**src/rtl/en_strobe_gen_pkg.sv**
```systemverilog
// Shared definitions for the enable strobe generator: FSM state encoding and
// default field widths.
package en_strobe_gen_pkg;

  localparam int unsigned DefDivW = 8;
  localparam int unsigned DefCntW = 8;

  typedef enum logic {
    StIdle = 1'b0,
    StRun  = 1'b1
  } state_e;

endpackage

```
**src/rtl/en_period_ctr.sv**
```systemverilog
// Down-counting period counter. load presets the count, enable steps it, and
// tc pulses while enabled at zero, at which point the count reloads so the
// next terminal count comes exactly reload+1 enabled cycles later.
module en_period_ctr #(
  parameter int unsigned W = 8
) (
  input  logic         clk,
  input  logic         rst,
  input  logic         load,
  input  logic         enable,
  input  logic [W-1:0] reload,
  output logic         tc
);

  logic [W-1:0] cnt_q;
  logic [W-1:0] cnt_d;

  assign tc = enable && (cnt_q == '0);

  // Next count: load wins, otherwise decrement or wrap back to the reload value.
  always_comb begin
    cnt_d = cnt_q;
    if (load) begin
      cnt_d = reload;
    end else if (enable) begin
      cnt_d = (cnt_q == '0) ? reload : cnt_q - W'(1);
    end
  end

  // Count register, cleared by asynchronous reset.
  always_ff @(posedge clk or posedge rst) begin
    if (rst) begin
      cnt_q <= '0;
    end else begin
      cnt_q <= cnt_d;
    end
  end

endmodule

```
**src/rtl/en_strobe_gen.sv**
```systemverilog
// Programmable active-low enable strobe generator. After start, issues one
// single-cycle en_n low strobe every div cycles (div=0 acts as 1), either for
// a finite burst (with a done pulse) or continuously until stop.
// Optional macro EN_STROBE_GEN_PAUSE_EN adds a pause input that freezes the
// period count and strobe issue while running.
module en_strobe_gen
  import en_strobe_gen_pkg::*;
#(
  parameter int unsigned DIV_W = DefDivW,
  parameter int unsigned CNT_W = DefCntW
) (
  input  logic             clk,
  input  logic             rst,
  input  logic             start,
  input  logic             stop,
  input  logic [DIV_W-1:0] div,
  input  logic [CNT_W-1:0] burst,
  output logic             en_n,
  output logic             busy,
  output logic             done,
  output logic [CNT_W-1:0] strobe_cnt
`ifdef EN_STROBE_GEN_PAUSE_EN
  ,
  input  logic             pause
`endif
);

  state_e           state_q, state_d;
  logic             en_n_q, en_n_d;
  logic             busy_q, busy_d;
  logic             done_q, done_d;
  logic [CNT_W-1:0] cnt_q, cnt_d;
  logic [DIV_W-1:0] reload_q, reload_d;
  logic [CNT_W-1:0] burst_q, burst_d;

  logic             hold;
  logic             finish;
  logic             ctr_load;
  logic             ctr_en;
  logic [DIV_W-1:0] div_m1;
  logic [DIV_W-1:0] ctr_reload;
  logic             tc;

`ifdef EN_STROBE_GEN_PAUSE_EN
  assign hold = pause;
`else
  assign hold = 1'b0;
`endif

  // Counter reload is period-1; div of 0 behaves like 1, i.e. reload 0.
  assign div_m1     = (div == '0) ? '0 : div - DIV_W'(1);
  assign ctr_reload = (state_q == StIdle) ? div_m1 : reload_q;

  // Last strobe of a finite burst was issued on the previous edge.
  assign finish   = (burst_q != '0) && (cnt_q == burst_q);
  assign ctr_load = (state_q == StIdle) && start && !stop;
  assign ctr_en   = (state_q == StRun) && !stop && !hold && !finish;

  en_period_ctr #(
    .W(DIV_W)
  ) u_period_ctr (
    .clk   (clk),
    .rst   (rst),
    .load  (ctr_load),
    .enable(ctr_en),
    .reload(ctr_reload),
    .tc    (tc)
  );

  // Next-state and registered-output logic; stop has priority over everything.
  always_comb begin
    state_d  = state_q;
    en_n_d   = 1'b1;
    busy_d   = busy_q;
    done_d   = 1'b0;
    cnt_d    = cnt_q;
    reload_d = reload_q;
    burst_d  = burst_q;
    unique case (state_q)
      StIdle: begin
        if (start && !stop) begin
          state_d  = StRun;
          busy_d   = 1'b1;
          cnt_d    = '0;
          reload_d = div_m1;
          burst_d  = burst;
        end
      end
      StRun: begin
        if (stop) begin
          state_d = StIdle;
          busy_d  = 1'b0;
        end else if (hold) begin
          // Frozen: no strobe, no completion, counter holds.
          busy_d = 1'b1;
        end else if (finish) begin
          state_d = StIdle;
          busy_d  = 1'b0;
          done_d  = 1'b1;
        end else if (tc) begin
          en_n_d = 1'b0;
          cnt_d  = cnt_q + CNT_W'(1);
        end
      end
      default: begin
        state_d = StIdle;
        busy_d  = 1'b0;
      end
    endcase
  end

  // State and output registers with asynchronous reset to idle values.
  always_ff @(posedge clk or posedge rst) begin
    if (rst) begin
      state_q  <= StIdle;
      en_n_q   <= 1'b1;
      busy_q   <= 1'b0;
      done_q   <= 1'b0;
      cnt_q    <= '0;
      reload_q <= '0;
      burst_q  <= '0;
    end else begin
      state_q  <= state_d;
      en_n_q   <= en_n_d;
      busy_q   <= busy_d;
      done_q   <= done_d;
      cnt_q    <= cnt_d;
      reload_q <= reload_d;
      burst_q  <= burst_d;
    end
  end

  assign en_n       = en_n_q;
  assign busy       = busy_q;
  assign done       = done_q;
  assign strobe_cnt = cnt_q;

endmodule

```
**config.mk**
```make
export PLATFORM = sky130hd
export DESIGN_NAME = en_strobe_gen
export DESIGN_NICKNAME = d
export VERILOG_FILES = /design/src/rtl/en_strobe_gen_pkg.sv /design/src/rtl/en_period_ctr.sv /design/src/rtl/en_strobe_gen.sv
export SDC_FILE = /design/constraint.sdc
export NUM_CORES = 1
export LEC_CHECK = 0
export ABC_AREA = 1
export BUFFER_PORTS_ARGS = -buffer_cell sky130_fd_sc_hd__clkbuf_2
export CAP_MARGIN = 20
export CORE_MARGIN = 4
export CORE_UTILIZATION = 40
export DETAILED_ROUTE_END_ITERATION = 7
export SKIP_CTS_REPAIR_TIMING = 1
export SLEW_MARGIN = 10
export SYNTH_ARGS = -nofsm -noshare
export SYNTH_HDL_FRONTEND = slang
export SYNTH_HIERARCHICAL = 1
export SYNTH_SLANG_ARGS = --single-unit
```
**constraint.sdc**
```tcl
create_clock -name clk -period 4 [get_ports clk]
set_input_delay 0.4 -clock clk [delete_from_list [all_inputs] [get_ports clk]]
set_output_delay 0.4 -clock clk [all_outputs]
set_load 0.1 [all_outputs]
```
==> Word level (Yosys, flattened, before mapping) <==
Index checks and enable logic that the tools add are counted.
{ "totals": {"elab_cells": 59, "inputBits": 20, "output_inout_bits": 11, "reg_bits": 36} }
{ "classes": {"reduce_logical": 16, "muxes": 25, "n_addsub": 3, "n_eq_ne": 6, "n_bitwise": 1} }
{ "ops": {"columns": ["cell", "n"], "rows": [
  ["8-bit 2-to-1 mux", 9],
  ["8-bit logical NOT", 2],
  ["8-bit case mux with 2 select lines", 1],
  ["8-bit by 1-bit subtractor with 8-bit output (second input constant)", 2],
  ["1-bit 2-to-1 mux", 13],
  ["8-bit by 1-bit adder with 8-bit output (second input constant)", 1],
  ["8-bit equality test", 1],
  ["8-bit nonzero test", 1],
  ["1-bit logical AND", 7],
  ["2-bit by 1-bit != test with 1-bit output (second input constant)", 2],
  ["2-bit != test (second input constant)", 2],
  ["1-bit case mux with 2 select lines", 2],
  ["2-bit AND reduction", 2],
  ["4-bit AND reduction", 1],
  ["3-bit by 2-bit != test with 1-bit output (second input constant)", 1],
  ["1-bit logical NOT", 2],
  ["2-bit nonzero test", 1],
  ["1-bit inverter", 1]
]} }

==> Longest topological paths before layout <==
Gate-level depths: netlist of the first run.
{ "depth": {"ltp_word": 9, "mapped_depth": 13, "depth_no_buf": 12} }

==> By module <==
Netlist of the first run, hierarchy kept.
{ "modules_own_cells": {"columns": ["mod", "seq_area_each_um2", "cells_each", "area_per_inst_um2", "instances"], "rows": [
  ["en_strobe_gen", 701.9, 241, 1742.9, 1],
  ["en_period_ctr", 200.2, 94, 659.4, 1]
]} }

==> Least setup slack after synthesis of the first run <==
OpenSTA, ideal clock, no wires.
{ "synth_path": {"path_type": "register to register", "startpoint": "register cnt_q[0], in the netlist strobe_cnt[0]", "endpoint": "register cnt_q[0], in the netlist strobe_cnt[0]", "n_path_buf": 1, "synth_period_minus_slack_ns": 2.539, "slack_ns": 1.461, "stages_incl_launch_ff": 12, "arrival_time_ns": 2.415, "setup_time_ns": 0.124, "required_time_ns": 3.876, "cell_sequence": "dfrtp_1 xnor2_1 nand2_2 nor2_4 nand3_4 nand2_1 inv_1 nor3b_1 clkbuf_2 or2_2 nand4_1 nand2_1"} }
{ "synth_via": {"elab_chain_len": 7, "elab_cells_between_ends": 13, "cone_classes": "add/sub (1); eq/ne (3); mux (4); reduce/logical (5)"} }
{ "synth_lines": {"columns": ["element", "line", "text"], "rows": [
  ["start, declared", "en_strobe_gen.sv:32", "logic [CNT_W-1:0] cnt_q, cnt_d;"],
  ["start signal, assigned", "en_strobe_gen.sv:127", "cnt_q <= cnt_d;"],
  ["8-bit equality test", "en_strobe_gen.sv:55", "assign finish = (burst_q != '0) && (cnt_q == burst_q);"],
  ["1-bit logical AND", "en_strobe_gen.sv:55", null],
  ["1-bit logical NOT", "en_strobe_gen.sv:57", "assign ctr_en = (state_q == StRun) && !stop && !hold && !finish;"],
  ["1-bit logical AND", "en_strobe_gen.sv:57", null],
  ["via ctr_en", "en_strobe_gen.sv:39", "logic ctr_en;"],
  ["1-bit logical AND", "en_period_ctr.sv:18", "assign tc = enable && (cnt_q == '0);"],
  ["via tc", "en_strobe_gen.sv:42", "logic tc;"],
  ["2-bit by 1-bit != test with 1-bit output (no line)", null, null],
  ["4-bit AND reduction (no line)", null, null]
]} }
The timed path passes the listed nets, and every way through them passes these cells. The select of a mux whose other input is x is not followed.
A chain may end at the register's enable or synchronous reset.

==> Worst setup path in the final report of the first run <==
{ "layout_path": {"startpoint": "register state_q", "endpoint": "register cnt_q[2], in the netlist strobe_cnt[2]"} }
{ "layout_via": {"elab_chain_len": 5, "elab_cells_between_ends": 10, "cone_classes": "eq/ne (4); mux (1); bitwise (1); reduce/logical (4)"} }
{ "layout_lines": {"columns": ["element", "line", "text"], "rows": [
  ["start, declared", "en_strobe_gen.sv:28", "state_e state_q, state_d;"],
  ["start signal, assigned", "en_strobe_gen.sv:115", "state_q <= StIdle;"],
  ["start signal, assigned", "en_strobe_gen.sv:123", "state_q <= state_d;"],
  ["1-bit logical AND (2 in a row)", "en_strobe_gen.sv:57", null],
  ["via ctr_en", "en_strobe_gen.sv:39", null],
  ["1-bit logical AND", "en_period_ctr.sv:18", null],
  ["via tc", "en_strobe_gen.sv:42", null],
  ["2-bit by 1-bit != test with 1-bit output (no line)", null, null],
  ["4-bit AND reduction (no line)", null, null]
]} }
The timed path passes the listed nets, and every way through them passes these cells.

==> metrics.yaml, run 1 <==
crit_top_cell: "nand2_1"
synthesis.area_sq_um: 2402
worst_setup_path_start_kind: "flop"
synth_edf_count: 0
die_area_sq_um: 7309
drc_errors: 0
crit_start: "state_q"
clk_latency_ns: 0.29
track_usage_pct: 15.45
ys_types: 37
cp_data_required_time_ns: 4.17
cap_violations: 0
viasPerCell: 4.809
final_cell_mix: "112 x nand2_1, 38 x inv_1, 35 x dfrtp_1"
fin_tns_setup_ns: 0
clock_tree.root_cell: "clkbuf_8"
ys_seq_area_share_pct: 37.55
clk_path_buf_depth: 2
cts_buffers: 5
p_clk_share_pct: 19.5
status: "finished, final reports clean"
cts_tree: "done"
slew_headroom_pct: 36.34
pwr-share-comb_pct: 40.7
dpl.cell_count: 431
grt_pass1_vias: 1952
placement.io_buffers: 30
fin_skew_ns: 0.005045
crit_path_cell_trace: "inv_4 > nor2_8 > nand2_1 > inv_1 > nor3b_1 > nand3_4 > nand3_1 > nand2_1"
die_y_microns: 85.50
gp_congestion: 0.7919
ir_worst_vdd_mv: 0.2377
synth_warnings: 6
initial_core_util_pct: 42.33
power.density_nw_per_um2: 505.3
die_w_microns: 85.50
grt_util_met3_pct: 2.498
layout_commonest_cell: "nand2_1"
reg2reg_from: "state_q"
rsz0062_at_grt: "false"
syn_avg_cell_area_sq_um: 7.171
p_leak_nw: 1.416
synth_top_area_share_pct: 36.46
arrival_ns: 2.87
cts.sinks: 36
postRouteAntennaNets: 0
grt_pass1_wl_microns: 9108
antenna_found_initial: 0
power_frac_seq_pct: 39.8
cpPeakStageDelay_ns: 0.82
grt_max_degree: 31
hold_class: "in -> async"
synth_cells: 335
hold_slack_ns: 0.04891
htree_levels: 2
switching_share_pct: 43.00
wl_microns: 5161
row_count: 27
post-route-period-util_pct: 67.53
critPathBufInv: 2
syn_nets: 360
dr.pass1.iters: 4
vias: 2111
area_delta_synth_final_pct: 12.60
ys.flop_type: "dfrtp_1"
async_flop_share_pct: 100.0
worst_slew_pin_slew_ns: 0.9528
critPathSlowestCell: "dfrtp_1"
synth_top_area_cell: "dfrtp_1"
final_cells: 439
drtIter0Drc: 153
grt.met2_usage_pct: 22.88
antenna_cells: 0
wire_per_inst_microns: 11.76
crit_family: "simple AND/OR/NAND/NOR gates"
core_sq_um: 5675
p_sw_uw: 587.7
clkTransAtPathRegs_ns: 0.07
fin_nets: 391
final_hold_viol_count: 0
post-dp-hpwl_microns: 3855
intPower_uw: 779.1
synthTopCellsByArea: "dfrtp_1 36%, nand2_1 18%, inv_1 5.9%"
drive_above_1_share_pct: 17.98
setup_viol: 0
clock.fmax_mhz: 370.2
crit_fanout: 25
grt_use_met1_pct: 22.79
critPathKind: "reg -> reg"
overflow: 0
busiest_layer: "met2"
drv_slew: 0
ys_seq_elements: 36
worst_setup_path_end_kind: "flop"
fin_crit_ns: 2.701
io_pins: 31
## power groups by stage
stage          combinational (mW)  sequential [mW]  clock (mW)
2_1_floorplan               0.399            0.592           0
6_report                    0.556            0.544       0.266
3_5_place_dp                0.557            0.550           0
4_1_cts                     0.560            0.543       0.278
3_3_place_gp                0.554            0.550           0
5_1_grt                     0.640            0.559       0.292
## through the flow
step	total power [mW]	instance area [sq um]	setup slack, ns	util [%]
final	1.367	2705	1.299	47.66
after CTS	1.382	2705	1.305	47.66
after global placement	1.104	2615	1.342	46.08
after detailed placement	1.108	2615	1.308	46.08
after floorplan	0.9910	2402	1.461	-
after global routing	1.491	2705	0.9895	47.66
## cell usage after synthesis, types with 3 or more instances
master	n
inv_1	38
nor2_1	26
xnor2_1	4
ha_1	5
nand2_2	4
nor2_4	6
dfrtp_1	35
a21oi_1	6
o21ai_1	5
o21ai_0	21
nand2_1	112
nand4_1	12
buf_2	3
nand3_1	28
## final cells by class
type,instances,area (sq um)
fill,587,2970
multi-input combinational,250,1291
sequential,36,902.1
inverter,42,173.9
timing repair buffer,31,157.7
clock buffer,8,90.09
tap,72,90.09
## kinds of logic (layout without fill, tap and decap cells)
kind of cell | after synthesis | count (layout) | share of synthesized area (%)
and+or+nand+nor | 205 | 205 | 41.14
buffers and inverters | 49 | 81 | 8.698
DFF | 36 | 36 | 37.55
AOI/OAI and AO/OA | 35 | 35 | 8.177
adders and majority gates | 5 | 5 | 2.604
xor gates and xnor gates | 5 | 5 | 1.823
## path summary, 6_finish.rpt
check | slack (ns) | cells past startpoint | to
setup / recovery | 1.30 | 8 | strobe_cnt[2]
hold / removal | 0.05 | 2 | u_period_ctr/cnt_q[2]
setup reg to reg | 1.30 | 8 | strobe_cnt[2]
hold reg to reg | 0.49 | 2 | reload_q[0]
max in group asynchronous | 3.51 | 3 | en_n
min in group clk | 0.31 | 3 | burst_q[0]
## per-layer routing
layer  vias up  part of all wire [%]  wire length, microns
met5         -                     0                     0
met1       929                    53                  2733
met4         0                   1.5                    75
met3         6                   3.1                   161
met2        40                    42                  2190
li1       1136                     -                     -
## state kept, by name, indices dropped and copies added, names as in the netlist
signal / flops
burst_q: 8
reload_q: 8
strobe_cnt: 8
u_period_ctr/cnt_q: 8
busy: 1
done: 1
en_n: 1
state_q: 1
Power figures use the tool's default switching activity.
==> inputs of run 2 (changes only) <==
- ABC_AREA: 1 -> 0
- clock period: 4 -> 2.31 ns (I/O delays scaled with it)
==> metrics.yaml, run 2 <==
num-fill-cells: 480
routed-wl-met2_microns: 2159
synth_top_area_share_pct: 40.75
antenna_cells: 0
die_area_sq_um: 6611
drive_above_1_share_pct: 29.03
synth_cells: 238
gp_congestion: 0.8050
ys_seq_area_share_pct: 41.97
overflow: 0
crit_fanout: 8
critPathKind: "reg -> reg"
dpl.cell_count: 340
track_usage_pct: 16.53
area_delta_synth_final_pct: 24.45
ys.flop_type: "dfrtp_1"
cts_buffers: 5
power.density_nw_per_um2: 732.1
ys_top_cells_by_count: "52 x nand2_1, 35 x dfrtp_1, 13 x inv_1"
dr.pass1.iters: 4
post-route-period-util_pct: 95.21
cp_data_required_time_ns: 2.51
top_layer: "met4"
post-dp-hpwl_microns: 3749
postRouteAntennaNets: 0
dr_wl_met3_microns: 135
fin_skew_ns: 0.007606
cts.sinks: 36
synth_edf_count: 0
cpPeakStageDelay_ns: 0.45
syn_nets: 263
slew_headroom_pct: 47.81
ir_worst_vdd_mv: 0.4033
wl_microns: 4923
clk_latency_ns: 0.29
ys_seq_elements: 36
worst_setup_path_start_kind: "flop"
cap_violations: 0
fin_tns_setup_ns: 0
worst_setup_path_end_kind: "flop"
row_count: 26
grt_max_degree: 29
synthTopCellsByArea: "dfrtp_1 41%, nand2_1 9.1%, xor2_1 4.5%"
core_sq_um: 5172
synthesis.area_sq_um: 2150
synth_warnings: 6
setup_viol: 0
regArea_sq_um: 932.1
final_cells: 349
critPathBufInv: 1
status: "finished, final reports clean"
worst_slew_pin_slew_ns: 0.7820
clock.fmax_mhz: 454.7
grt_pass1_wl_microns: 8321
final_hold_viol_count: 0
p_leak_nw: 1.277
crit_family: "simple AND/OR/NAND/NOR gates"
initial_core_util_pct: 41.56
ys_types: 50
utilization_pct: 51.72
wire_per_inst_microns: 14.11
fin_nets: 303
clk_path_buf_depth: 2
crit_path_cell_trace: "nor4_4 > a211oi_2 > a31oi_4 > inv_2 > or4_1 > nand2b_1 > o311ai_1"
yosysMostFrequentCell: "nand2_1"
cts_tree: "done"
io_pins: 31
drtIter0Drc: 70
syn_avg_cell_area_sq_um: 9.032
rsz0062_at_grt: "false"
placement.io_buffers: 30
antenna_found_initial: 0
multi_input_area_sq_um: 1227
arrival_ns: 2.39
synth_top_area_cell: "dfrtp_1"
clkTransAtPathRegs_ns: 0.08
final_cell_mix: "52 x nand2_1, 30 x clkbuf_2, 27 x dfrtp_1"
clock_tree.root_cell: "clkbuf_8"
hold_class: "in -> reg"
die_w_microns: 81.31
met1_length_microns: 2563
htree_levels: 2
die_y_microns: 81.31
vias: 1746
async_flop_share_pct: 100.0
layout_commonest_cell: "nand2_1"
drc_errors: 0
fin_crit_ns: 2.199
grt_pass1_vias: 1676
drv_slew: 0
critPathSlowestCell: "dfrtp_1"
viasPerCell: 5.003
## run 2: metal layers
metal | track usage (%) | vias to the layer above
li1 | - | 903
met1 | 24.97 | 813
met2 | 23.70 | 23
met3 | 2.661 | 7
met4 | 5.574 | 0
met5 | 0 | -
## run 2: tightest hold or removal path, stage by stage
cell      delay [ns]
clkbuf_2        0.07
nand2_1         0.04
nand2_1         0.04
## run 2: where the power goes
part           total [mW]  internal [mW]  switching [mW]  leakage [nW]
sequential          0.880          0.749           0.131         0.436
clock               0.555          0.320           0.235        0.0552
combinational       0.523          0.236           0.287         0.785
total                1.96           1.31           0.653          1.28
## run 2: stage by stage
step | total power, mW | worst slack (ns) | area [sq um] | hold WS, ns
floorplan | 1.245 | 0.01623 | 2235 | 0.04666
global placement | 1.380 | 0.1552 | 2531 | 0.2088
detailed placement | 1.392 | 0.06931 | 2531 | 0.2080
CTS | 1.955 | 0.04530 | 2639 | -0.1123
global route | 2.085 | 0.01211 | 2675 | 0.1200
finish | 1.958 | 0.1106 | 2675 | 0.1302
## run 2: logic make-up after synthesis
group,Yosys count,synth area share (%)
and+or+nand+nor,105,24.91
AOI/OAI and AO/OA,48,17.06
DFF,36,41.97
buffers and inverters,23,4.249
xor gates and xnor gates,16,6.519
muxes,5,2.387
adders and majority gates,5,2.910
## run 2: worst paths after layout
check / from / to / slack [ns] / depth (start not counted)
min reg2reg: reload_q[0] / reload_q[0] / 0.48 / 2
min in group asynchronous: rst / u_period_ctr/cnt_q[2] / 0.42 / 3
max reg2reg: burst_q[4] / u_period_ctr/cnt_q[5] / 0.11 / 7
min: burst[3] / burst_q[3] / 0.13 / 3
max in group asynchronous: rst / reload_q[4] / 1.08 / 4
max: burst_q[4] / u_period_ctr/cnt_q[5] / 0.11 / 7
## run 2: area by class of cell
cell class,count,area share (%)
Timing Repair Buffer,42,10.01
Tap cell,70,3.274
Multi-Input combinational cell,179,45.88
Sequential cell,36,34.85
Clock inverter,2,1.310
Clock buffer,6,2.713
Inverter,14,1.964
